**src/rtl/io_request_arbiter_pkg.sv**
```systemverilog
// Shared encodings and lane geometry for the processor IO request arbiter.
package io_request_arbiter_pkg;
  localparam int LANE_W  = 32;
  localparam int NUM_DEV = 4;

  typedef enum logic [1:0] {
    I_IDLE = 2'd0,
    I_HOLD = 2'd1,
    I_ACK  = 2'd2
  } in_state_t;

  typedef enum logic [1:0] {
    O_IDLE   = 2'd0,
    O_DRIVE  = 2'd1,
    O_FINISH = 2'd2
  } out_state_t;

  function automatic logic [NUM_DEV-1:0] dev_onehot(input logic [1:0] idx);
    return 4'b0001 << idx;
  endfunction
endpackage

```
**src/rtl/io_request_arbiter_rr_pick4.sv**
```systemverilog
// Round-robin pick of four requesters, searching upward from ptr with wrap.
module rr_pick4 (
  input  logic [3:0] req,
  input  logic [1:0] ptr,
  output logic [1:0] grant,
  output logic       valid
);
  // Walk offsets from farthest to nearest so the nearest requester wins.
  always_comb begin
    grant = ptr;
    valid = 1'b0;
    for (int k = 3; k >= 0; k--) begin
      if (req[ptr + 2'(k)]) begin
        grant = ptr + 2'(k);
        valid = 1'b1;
      end
    end
  end
endmodule

```
**src/rtl/io_request_arbiter.sv**
```systemverilog
// Arbitrates device input words to the processor and drives processor output
// words to one device with a bounded wait for the device's done.
//   state    | meaning
//   I_IDLE   | waiting for in_ready with at least one enter_in request
//   I_HOLD   | granted word presented until the processor drops in_ready
//   I_ACK    | enter_ack pulse to the granted device, pointer advanced
//   O_IDLE   | waiting for out_req
//   O_DRIVE  | word on the target lane, waiting for done_out or timeout
//   O_FINISH | lanes released, out_done pulse
module io_request_arbiter
  import io_request_arbiter_pkg::*;
#(
  parameter int DONE_TIMEOUT = 1023
) (
  input  logic                        clk,
  input  logic                        rst_n,
  input  logic [NUM_DEV*LANE_W-1:0]   dev_in,
  input  logic [NUM_DEV-1:0]          enter_in,
  output logic [NUM_DEV-1:0]          enter_ack,
  input  logic                        in_ready,
  output logic                        in_valid,
  output logic [LANE_W-1:0]           in_data,
  output logic [1:0]                  in_dev,
  input  logic                        out_req,
  input  logic [LANE_W-1:0]           out_word,
  input  logic [1:0]                  out_sel,
  output logic [NUM_DEV*LANE_W-1:0]   dev_out,
  output logic [NUM_DEV-1:0]          enter_out,
  input  logic [NUM_DEV-1:0]          done_out,
  output logic                        out_done,
  output logic                        out_timeout
);
  localparam int TMR_W = (DONE_TIMEOUT < 1) ? 1 : $clog2(DONE_TIMEOUT + 1);
  localparam logic [TMR_W-1:0] TMR_MAX  = TMR_W'(DONE_TIMEOUT);
  localparam logic [TMR_W-1:0] TMR_LAST = TMR_W'(DONE_TIMEOUT - 1);

  in_state_t        in_state;
  out_state_t       out_state;
  logic [1:0]       rr_ptr;
  logic [1:0]       pick_idx;
  logic             pick_valid;
  logic [1:0]       sel_q;
  logic [TMR_W-1:0] timer;

  rr_pick4 u_rr_pick4 (
    .req   (enter_in),
    .ptr   (rr_ptr),
    .grant (pick_idx),
    .valid (pick_valid)
  );

  always_ff @(posedge clk or negedge rst_n) begin
    if (!rst_n) begin
      in_state  <= I_IDLE;
      rr_ptr    <= '0;
      in_valid  <= 1'b0;
      in_data   <= '0;
      in_dev    <= '0;
      enter_ack <= '0;
    end else begin
      enter_ack <= '0;
      case (in_state)
        I_IDLE: begin
          if (in_ready && pick_valid) begin
            in_data  <= dev_in[pick_idx*LANE_W +: LANE_W];
            in_dev   <= pick_idx;
            in_valid <= 1'b1;
            in_state <= I_HOLD;
          end
        end
        I_HOLD: begin
          if (!in_ready) begin
            in_valid  <= 1'b0;
            enter_ack <= dev_onehot(in_dev);
            rr_ptr    <= in_dev + 2'd1;
            in_state  <= I_ACK;
          end
        end
        I_ACK:   in_state <= I_IDLE;
        default: in_state <= I_IDLE;
      endcase
    end
  end

  always_ff @(posedge clk or negedge rst_n) begin
    if (!rst_n) begin
      out_state   <= O_IDLE;
      sel_q       <= '0;
      timer       <= '0;
      dev_out     <= '0;
      enter_out   <= '0;
      out_done    <= 1'b0;
      out_timeout <= 1'b0;
    end else begin
      out_done <= 1'b0;
      case (out_state)
        O_IDLE: begin
          if (out_req) begin
            sel_q       <= out_sel;
            timer       <= '0;
            out_timeout <= 1'b0;
            enter_out   <= dev_onehot(out_sel);
            dev_out     <= {{(NUM_DEV-1)*LANE_W{1'b0}}, out_word} << (out_sel*LANE_W);
            out_state   <= O_DRIVE;
          end
        end
        O_DRIVE: begin
          // done is tested first so a same-cycle done is not reported as a timeout
          if (done_out[sel_q] || timer == TMR_LAST) begin
            out_timeout <= !done_out[sel_q];
            enter_out   <= '0;
            dev_out     <= '0;
            out_done    <= 1'b1;
            out_state   <= O_FINISH;
          end
          if (timer != TMR_MAX) timer <= timer + TMR_W'(1);
        end
        O_FINISH: out_state <= O_IDLE;
        default:  out_state <= O_IDLE;
      endcase
    end
  end
endmodule

```
**config.mk**
```make
export PLATFORM = sky130hd
export DESIGN_NAME = io_request_arbiter
export DESIGN_NICKNAME = d
export VERILOG_FILES = /design/src/rtl/io_request_arbiter_pkg.sv /design/src/rtl/io_request_arbiter_rr_pick4.sv /design/src/rtl/io_request_arbiter.sv
export SDC_FILE = /design/constraint.sdc
export NUM_CORES = 1
export LEC_CHECK = 0
export ABC_AREA = 1
export BUFFER_PORTS_ARGS = -buffer_cell sky130_fd_sc_hd__buf_2
export CELL_PAD_IN_SITES_DETAIL_PLACEMENT = 2
export CELL_PAD_IN_SITES_GLOBAL_PLACEMENT = 2
export CORE_ASPECT_RATIO = 0.5
export CORE_MARGIN = 10
export CORE_UTILIZATION = 28
export CTS_BUF_LIST = sky130_fd_sc_hd__clkbuf_2 sky130_fd_sc_hd__clkbuf_4 sky130_fd_sc_hd__clkbuf_8
export DETAILED_ROUTE_END_ITERATION = 10
export GPL_ROUTABILITY_DRIVEN = 0
export MAX_ROUTING_LAYER = met4
export PLACE_DENSITY = 0.84
export SETUP_SLACK_MARGIN = 0.5
export SKIP_CTS_REPAIR_TIMING = 1
export SYNTH_ARGS = -nofsm -noshare
export SYNTH_HDL_FRONTEND = slang
export SYNTH_SLANG_ARGS = --single-unit
```
**constraint.sdc**
```tcl
create_clock -name clk -period 2.3 [get_ports clk]
set_clock_uncertainty 0.05 [all_clocks]
set_input_delay 0.115 -clock clk [delete_from_list [all_inputs] [get_ports clk]]
set_output_delay 0.115 -clock clk [all_outputs]
set_load 0.02 [all_outputs]
```
# Word level (Yosys, flattened, before mapping)

Index checks and enable logic that the tools add are counted.

$add $sub $neg: 5
Order comparisons: 5
Equal/unequal tests: 9
Shifts and indexed selects: 4
Mux-type cells: 43
Bitwise gates (word level): 1
Reductions and logical operators: 15

Operator list:

| kind                  | number |
|---|---|
| $mux 128              | 2 |
| $pmux 128 s2          | 1 |
| $shiftx 128x8->32     | 1 |
| $shl 32x7->128        | 1 |
| $mux 10               | 2 |
| $pmux 10 s2           | 1 |
| $mux 2                | 8 |
| $mux 4                | 4 |
| $lt 2x3->1 const B    | 5 |
| $mux 1                | 15 |
| $add 10x1->10 const B | 1 |
| $bmux 1 s2            | 5 |
| $eq 10x10->1 const B  | 1 |
| $ne 10x10->1 const B  | 1 |
| $ne 2x2->1 const B    | 5 |
| $reduce_and 2->1      | 5 |
| $reduce_and 3->1      | 3 |
| $pmux 2 s2            | 2 |
| $pmux 4 s2            | 1 |
| $shl 1x2->4 const A   | 2 |
| $add 2x1->2 const B   | 2 |
| $add 2x2->2 const B   | 2 |
| $eq 2x1->1 const B    | 2 |
| $logic_not 2->1       | 2 |
| 6 further kinds       | 8 |

Bits in registers: 191
Output and inout bits: 173
Word-level logic and storage cells: 95

# Depth between registers and ports, before layout

Gate-level depths: netlist of run 1.

Depth after elaboration: 10
Depth in mapped cells: 17
Mapped depth without buffers: 14

# Hierarchy

Synthesis of run 1 repeated with hierarchy kept, for this count alone.

Cell total of the unflattened synthesis: 1315
Area total of the unflattened synthesis: 9910.8 µm²

By module, submodules not included:

| module             | instances | cells each | area an instance (µm²) |
|---|---|---|---|
| io_request_arbiter | 1         | 1262       | 9676.8 |
| rr_pick4           | 1         | 53         | 234.0 |

# Least setup slack after synthesis of run 1

OpenSTA, ideal clock, no wires.

Path type: register to register
Start point: reg rr_ptr[0]
End point: reg in_data[13]
Arrival time: 1595 ps
Data required time: 2133 ps
Slack: 538 ps
Stages on the path, launching flop included: 18
Buffers on the path: 3
Clock period less this slack: 1762 ps
Cells stage by stage: dfrtp_1 -> buf_6 -> inv_4 -> nand2_1 -> nand2_2 -> nand2_1 -> nand2_1 -> inv_2 -> nand2_2 -> nand3_1 -> nand2_1 -> nand2_1 -> buf_6 -> buf_4 -> nand2_1 -> nand3_1 -> nand3_1 -> nand2_1

Cells in the longest elaborated chain, start to end: 9

RTL lines:

| element                                             | line                     | text |
|---|---|---|
| start: declaration                                  | io_request_arbiter.sv:39 | `logic [1:0] rr_ptr;` |
| start signal: assignment                            | io_request_arbiter.sv:75 | `rr_ptr <= in_dev + 2'd1;` |
| branches (longest 9 deep; another with $add 2x2->2) | -                        |  |
| end signal: assignment                              | io_request_arbiter.sv:65 | `in_data <= dev_in[pick_idx*LANE_W +: LANE_W];` |
| end: declaration                                    | io_request_arbiter.sv:22 | `output logic [LANE_W-1:0] in_data,` |

Several ways; the timed one is not identified. The select of a mux whose other input is x is not followed.
A chain may end at the register's enable or synchronous reset.

# Worst setup path after layout of run 1

Start point: reg rr_ptr[0]
End point: reg in_data[21]

Same word-level chain as after synthesis.

==> results of run 1 <==
[worst max-delay path: stages (launching register included)]
cell       delay [ns]
dfrtp_2          0.45
buf_4            0.14
clkinv_2         0.09
nand2_2          0.09
nand3_1          0.13
nand2_1          0.18
nand3_2          0.15
nand4_1          0.16
buf_6            0.19
nand2_8          0.11
clkbuf_16        0.19
nand2_1          0.24
nand3_2          0.14
nand3_2          0.11
nand2_1          0.29
[layout make-up]
class                           count  area, µm²
Antenna cell                       25       62.6
Clock buffer                       19        255
Clock inverter                     13        131
Fill cell                        3028      14500
Inverter                           68        284
Multi-Input combinational cell    660       4490
Sequential cell                   191       4780
Tap cell                          399        499
Timing Repair Buffer              627       5300
Timing Repair inverter              1       5.00
[state kept, by name (all words and copies together) (netlist names)]
name         cells
in_state         2
in_data         32
in_valid         1
out_state        2
in_dev           2
rr_ptr           2
out_done         1
out_timeout      1
sel_q            2
enter_out        4
enter_ack        4
dev_out        128
timer           10
[where the power goes]
group / switching [µW] / internal [µW] / total [µW] / leakage [µW]
logic: 11900 / 6840 / 18800 / 0.00551
clock network: 1640 / 922 / 2560 / 0.000194
registers: 1180 / 4540 / 5710 / 0.00254
total: 14700 / 12300 / 27000 / 0.00824
[final timing paths]
path / end / cells after the start
min in group asynchronous: timer[1] / 2
max in group asynchronous: dev_out[59] / 3
max reg2reg: in_data[21] / 14
max: in_data[21] / 14
min: sel_q[1] / 3
min reg2reg: dev_out[104] / 2
[through the flow]
stage / TNS, ns / utilization / total power, µW
floorplan: 0 / - / 11500
global placement: 0 / 0.355 / 14400
detailed placement: -0.0279 / 0.355 / 14900
CTS: -0.339 / 0.368 / 17300
global route: -11.20 / 0.521 / 27600
finish: -10.47 / 0.521 / 27000
[layout by cell type (no fill, tap or decap), drive strengths merged, types with 2 or more instances in the layout]
| master | instances |
|---|---|
| diode | 25 |
| clkinvlp | 4 |
| nand4 | 2 |
| inv | 69 |
| ha | 6 |
| o211ai | 2 |
| a22o | 32 |
| o21ai | 114 |
| clkbuf | 51 |
| a31oi | 2 |
| nor2 | 22 |
| nand3 | 175 |
| nand2 | 295 |
| dlygate4sd3 | 163 |
| clkinv | 8 |
| dfrtp | 191 |
| a21oi | 7 |
| buf | 432 |
[metal layers]
metal / share of wire / wire [µm] / GRT usage / vias up
li1: - / - / - / 4448
met1: 0.34 / 24700 / 0.212 / 5817
met5: 0 / 0 / - / -
met3: 0.074 / 5470 / 0.0320 / 442
met2: 0.50 / 36600 / 0.382 / 799
met4: 0.095 / 7020 / 0.0716 / 0
[logic make-up after synthesis]
logic type               Yosys count  synth area share
buffers and inverters            130            0.0807
flip-flops                       191             0.554
AO/OA/AOI/OAI                    158             0.108
AND/OR/NAND/NOR                  494             0.249
adder cells (fa/ha/maj)            6           0.00870
==> flow_summary.yaml, run 1 <==
flow_run:
  drv_cap: 0
synthesis:
  async_flop_share: 1.00
  synthTopCellsByArea: "dfrtp_1 (55%), nand2_1 (13%), nand3_1 (9.9%), o21ai_0 (5.0%), a22o_1 (3.2%)"
  synth.net_count: 1159
  synth_warnings: 0
  synth_most_common_cell: "nand2_1"
  yosysSeqAreaShare: 0.554
  synth_area_mm2: 0.00863
  yosysTopAreaCell: "dfrtp_1"
  netlist_instances: 979
  synth_flop_cell: "dfrtp_1"
  synth_common_cells: "nand2_1 (289), dfrtp_1 (191), nand3_1 (170)"
  ys_seq_elements: 191
  synth_top_area_share: 0.554
  ys_types: 30
  synth_edf_count: 0
  avgSynthCellArea_um2: 8.82
worst_setup_path:
  arrival_ns: 3.26
  reg2reg_slack_ns: -0.66
  critical_path.max_fanout: 7
  startpoint: "rr_ptr[0]"
  r2r-start: "rr_ptr[0]"
  critPathRequiredTime_ns: 2.60
  start_kind: "register"
  end_kind: "register"
  worstSetupPathType: "reg2reg"
power_and_ir_drop:
  ir_worst_vdd_mv: 0.756
  power_density_mw_per_mm2: 1710
  leakagePower_uw: 0.00824
sta:
  hold_viol_final: 1
  finalMaxSlewViolations: 0
  setup_viol_count_final: 81
  rsz0062_at_grt: "yes"
  fin_crit_ns: 2.96
  setup_ws_ns: -0.660
  fmax_mhz: 338
  worst_pin_slew_ns: 0.760
  fin_crit_sh: 1.29
  hold_slack_ns: -0.0339
  relSlewSlack: 0.493
drt:
  viasPerCell: 5.74
  drtIter0Drc: 907
  drc: 0
  first_pass_iters: 5
  wl_per_cell_um: 36.8
  drt-total-wl_um: 73800
  vias: 11500
  ant_nets: 0
cts:
  path_clk_slew_ns: 0.13
  clock_sinks: 191
  cts-buffers-inserted: 17
  cts.path.max_buffers: 2
  cts_tree: "built"
  h-tree-depth: 4
  clk_latency_ns: 0.59
  cts_root_buf: "clkbuf_8"
global_route:
  antenna_found_initial: 15
  grt_usage: 0.202
  grt_pass1_vias: 9585
  grt_pass1_wl_um: 58200
  grt_overflow: 0
  grt_max_degree: 83
placed_design:
  io_buffers: 346
  placed_area_mm2: 0.0108
  post-place-ws_ns: -0.0279
  dp_cells: 1688
  dpl.hpwl_um: 28700
hold_path:
  hold_start: "out_sel[1]"
  min_path_type: "in2reg"
cells_and_area:
  drive_gt1_frac: 0.481
  fin_nets: 1746
  final_area_mm2: 0.0158
  layoutNonFillerInstCount: 2003
  area_delta_synth_final_pct: 83.1
floorplan:
  die_w_um: 268
  core_mm2: 0.0303
  rows: 45
  start_util: 0.284
  die_y_um: 144
  ioPinCount: 347
  die_area_mm2: 0.0387
outcome:
  violations: "negative hold slack, negative setup slack"
  status: "finished with violations"
(Power assumes the default switching activity.)
==> run 2, diff against run 1 <==
- CAP_MARGIN: default -> 15
- PLACE_DENSITY: 0.84 -> 0.88
==> run 2 against run 1 <==
Routed wire length decreased by 18%. Critical endpoint is now in_data[14]. Non-clock buffer count is 51 lower. Sequential share of layout area is 3.3 points higher. Maximum frequency grew 20%. The run still ends with negative hold slack, negative setup slack left. Power down 17%. Count of clock-buffer cells in the layout shrank 2. Flip-flop and latch count unchanged. Critical path type unchanged. Largest cell class is now registers. Cell count shrank 2.9%. Setup slack better by 0.50 ns. Highest routed layer unchanged.
==> flow_summary.yaml, run 2 (synthesis results as in run 1) <==
outcome:
  status: "finished with violations"
  violations: "negative hold slack, negative setup slack"
worst_setup_path:
  critPathRequiredTime_ns: 2.70
  reg2regPathDepth: 14
  rr_endpoint: "in_data[14]"
  arrival_ns: 2.87
  start_kind: "register"
  end_kind: "register"
  worstSetupPathType: "reg2reg"
  critical_path.max_fanout: 16
  r2r-start: "rr_ptr[0]"
  reg2reg_slack_ns: -0.17
power_and_ir_drop:
  switching_share: 0.523
  intPower_uw: 10600
  power_density_mw_per_mm2: 1560
  ir_worst_vdd_mv: 0.567
  leakagePower_uw: 0.00754
  p_comb_frac: 0.634
  p_switching_uw: 11700
  p_clk_frac: 0.117
  seqPwrFrac: 0.249
cells_and_area:
  mostFrequentLayoutCell: "buf_2"
  layoutNonFillerInstCount: 1945
  fin_nets: 1695
  area_delta_synth_final_pct: 65.3
  final_cell_mix: "buf_2 (345), nand2_1 (252), dfrtp_1 (187), nand3_1 (161), dlygate4sd3_1 (136)"
  drive_gt1_frac: 0.401
  top_register: "dev_out"
  final_area_mm2: 0.0143
  largest_register_ff_count: 128
  biggestRegsByFlops: "dev_out: 128 flops, in_data: 32 flops, timer: 10 flops"
drt:
  wl_per_cell_um: 31.2
  first_pass_iters: 5
  drt-total-wl_um: 60600
  drtIter0Drc: 871
  ant_nets: 0
  viasPerCell: 5.46
  drc: 0
  vias: 10600
floorplan:
  ioPinCount: 347
  die_y_um: 144
  die_area_mm2: 0.0387
  rows: 45
  core_mm2: 0.0303
  die_w_um: 268
  start_util: 0.284
cts:
  clock_sinks: 191
  h-tree-depth: 4
  cts-buffers-inserted: 17
  cts.path.max_buffers: 2
  cts_root_buf: "clkbuf_8"
  clk_latency_ns: 0.51
  path_clk_slew_ns: 0.13
  cts_tree: "built"
placed_design:
  dpl.hpwl_um: 29100
  post-place-ws_ns: 0.0422
  placed_area_mm2: 0.0107
  dp_cells: 1687
  io_buffers: 346
hold_path:
  whs_endpoint: "in_data[5]"
  min_path_type: "in2reg"
  hold_start: "dev_in[5]"
  holdPathStages: 5
global_route:
  grt_usage: 0.207
  grt_pass1_vias: 9825
  antenna_found_initial: 16
  grt_pass1_wl_um: 59900
  grt_max_degree: 65
  grt_overflow: 0
sta:
  fmax_mhz: 406
  hold_viol_final: 5
  rsz0062_at_grt: "yes"
  fin_crit_sh: 1.07
  setup_viol_count_final: 6
  fin_crit_ns: 2.47
  hold_slack_ns: -0.0431
  setup_ws_ns: -0.165
  finalMaxSlewViolations: 0
  worst_pin_slew_ns: 0.466
  relSlewSlack: 0.688
flow_run:
  drv_cap: 0
==> run 2: cell types whose count changed in the layout (fill, tap and decap cells not counted), sizes merged <==
| cell | before | now |
|---|---|---|
| dlygate4sd3 | 163 | 136 |
| clkbuf | 51 | 36 |
| buf | 432 | 421 |
| diode | 25 | 18 |
| inv | 69 | 73 |
| clkinv | 8 | 6 |
| bufinv | 1 | 2 |
| clkinvlp | 4 | 3 |
==> run 2: power groups by stage <==
stage               registers (µW)  logic (µW)  clock network [µW]
finish                        5560       14100                2620
global route                  5660       14900                2770
CTS                           5310        9680                2570
floorplan                     6560        4930                   0
global placement              5230        9090                   0
detailed placement            5350        9540                   0
==> run 2: metal layers <==
| layer | track usage | share of wire | routed length [µm] | vias up |
|---|---|---|---|---|
| met3 | 0.0251 | 0.054 | 3250 | 270 |
| met5 | - | 0 | 0 | - |
| met4 | 0.0893 | 0.079 | 4780 | 0 |
| met2 | 0.398 | 0.52 | 31300 | 564 |
| met1 | 0.212 | 0.35 | 21300 | 5455 |
| li1 | - | - | - | 4337 |
==> run 2: critical path, cell delays in order, from the launching register on <==
cell and delay, ns:
dfrtp_2 0.51, buf_12 0.17, nand2_4 0.07, nand2_4 0.06, nand2_1 0.12, nand2_2 0.08
inv_2 0.06, nand2_2 0.06, nand4_1 0.13, buf_6 0.19, buf_8 0.23, nand3_1 0.24
nand3_1 0.22, nand3_1 0.10, nand2_1 0.10
==> run 2: worst max path at each step <==
stage | startpoint | end | slack [ns] | cells after the start
floorplan | rr_ptr[0] | in_data[13] | 0.54 | 17
global placement | rr_ptr[0] | in_data[11] | 0.21 | 14
detailed placement | rr_ptr[0] | in_data[11] | 0.04 | 14
CTS | timer[0] | dev_out[51] | -0.14 | 9
global route | rr_ptr[0] | in_data[14] | -0.22 | 14
finish | rr_ptr[0] | in_data[14] | -0.17 | 14
==> run 2: layout make-up <==
type	count	area [µm²]
Antenna cell	18	45.0
Clock buffer	17	234
Clock inverter	15	194
Fill cell	3210	16100
Inverter	68	272
Multi-Input combinational cell	660	3760
Sequential cell	191	4780
Tap cell	399	499
Timing Repair Buffer	576	4480
Timing Repair inverter	1	5.00
==> run 2: metrics by stage <==
stage	power, µW	utilization	hold slack (ns)	TNS [ns]
finish	22300	0.470	-0.0431	-0.350
global route	23300	0.470	0.00351	-1.10
CTS	17600	0.368	-0.522	-1.72
detailed placement	14900	0.354	0.0487	0
global placement	14300	0.354	0.0410	0
floorplan	11500	-	-0.231	0
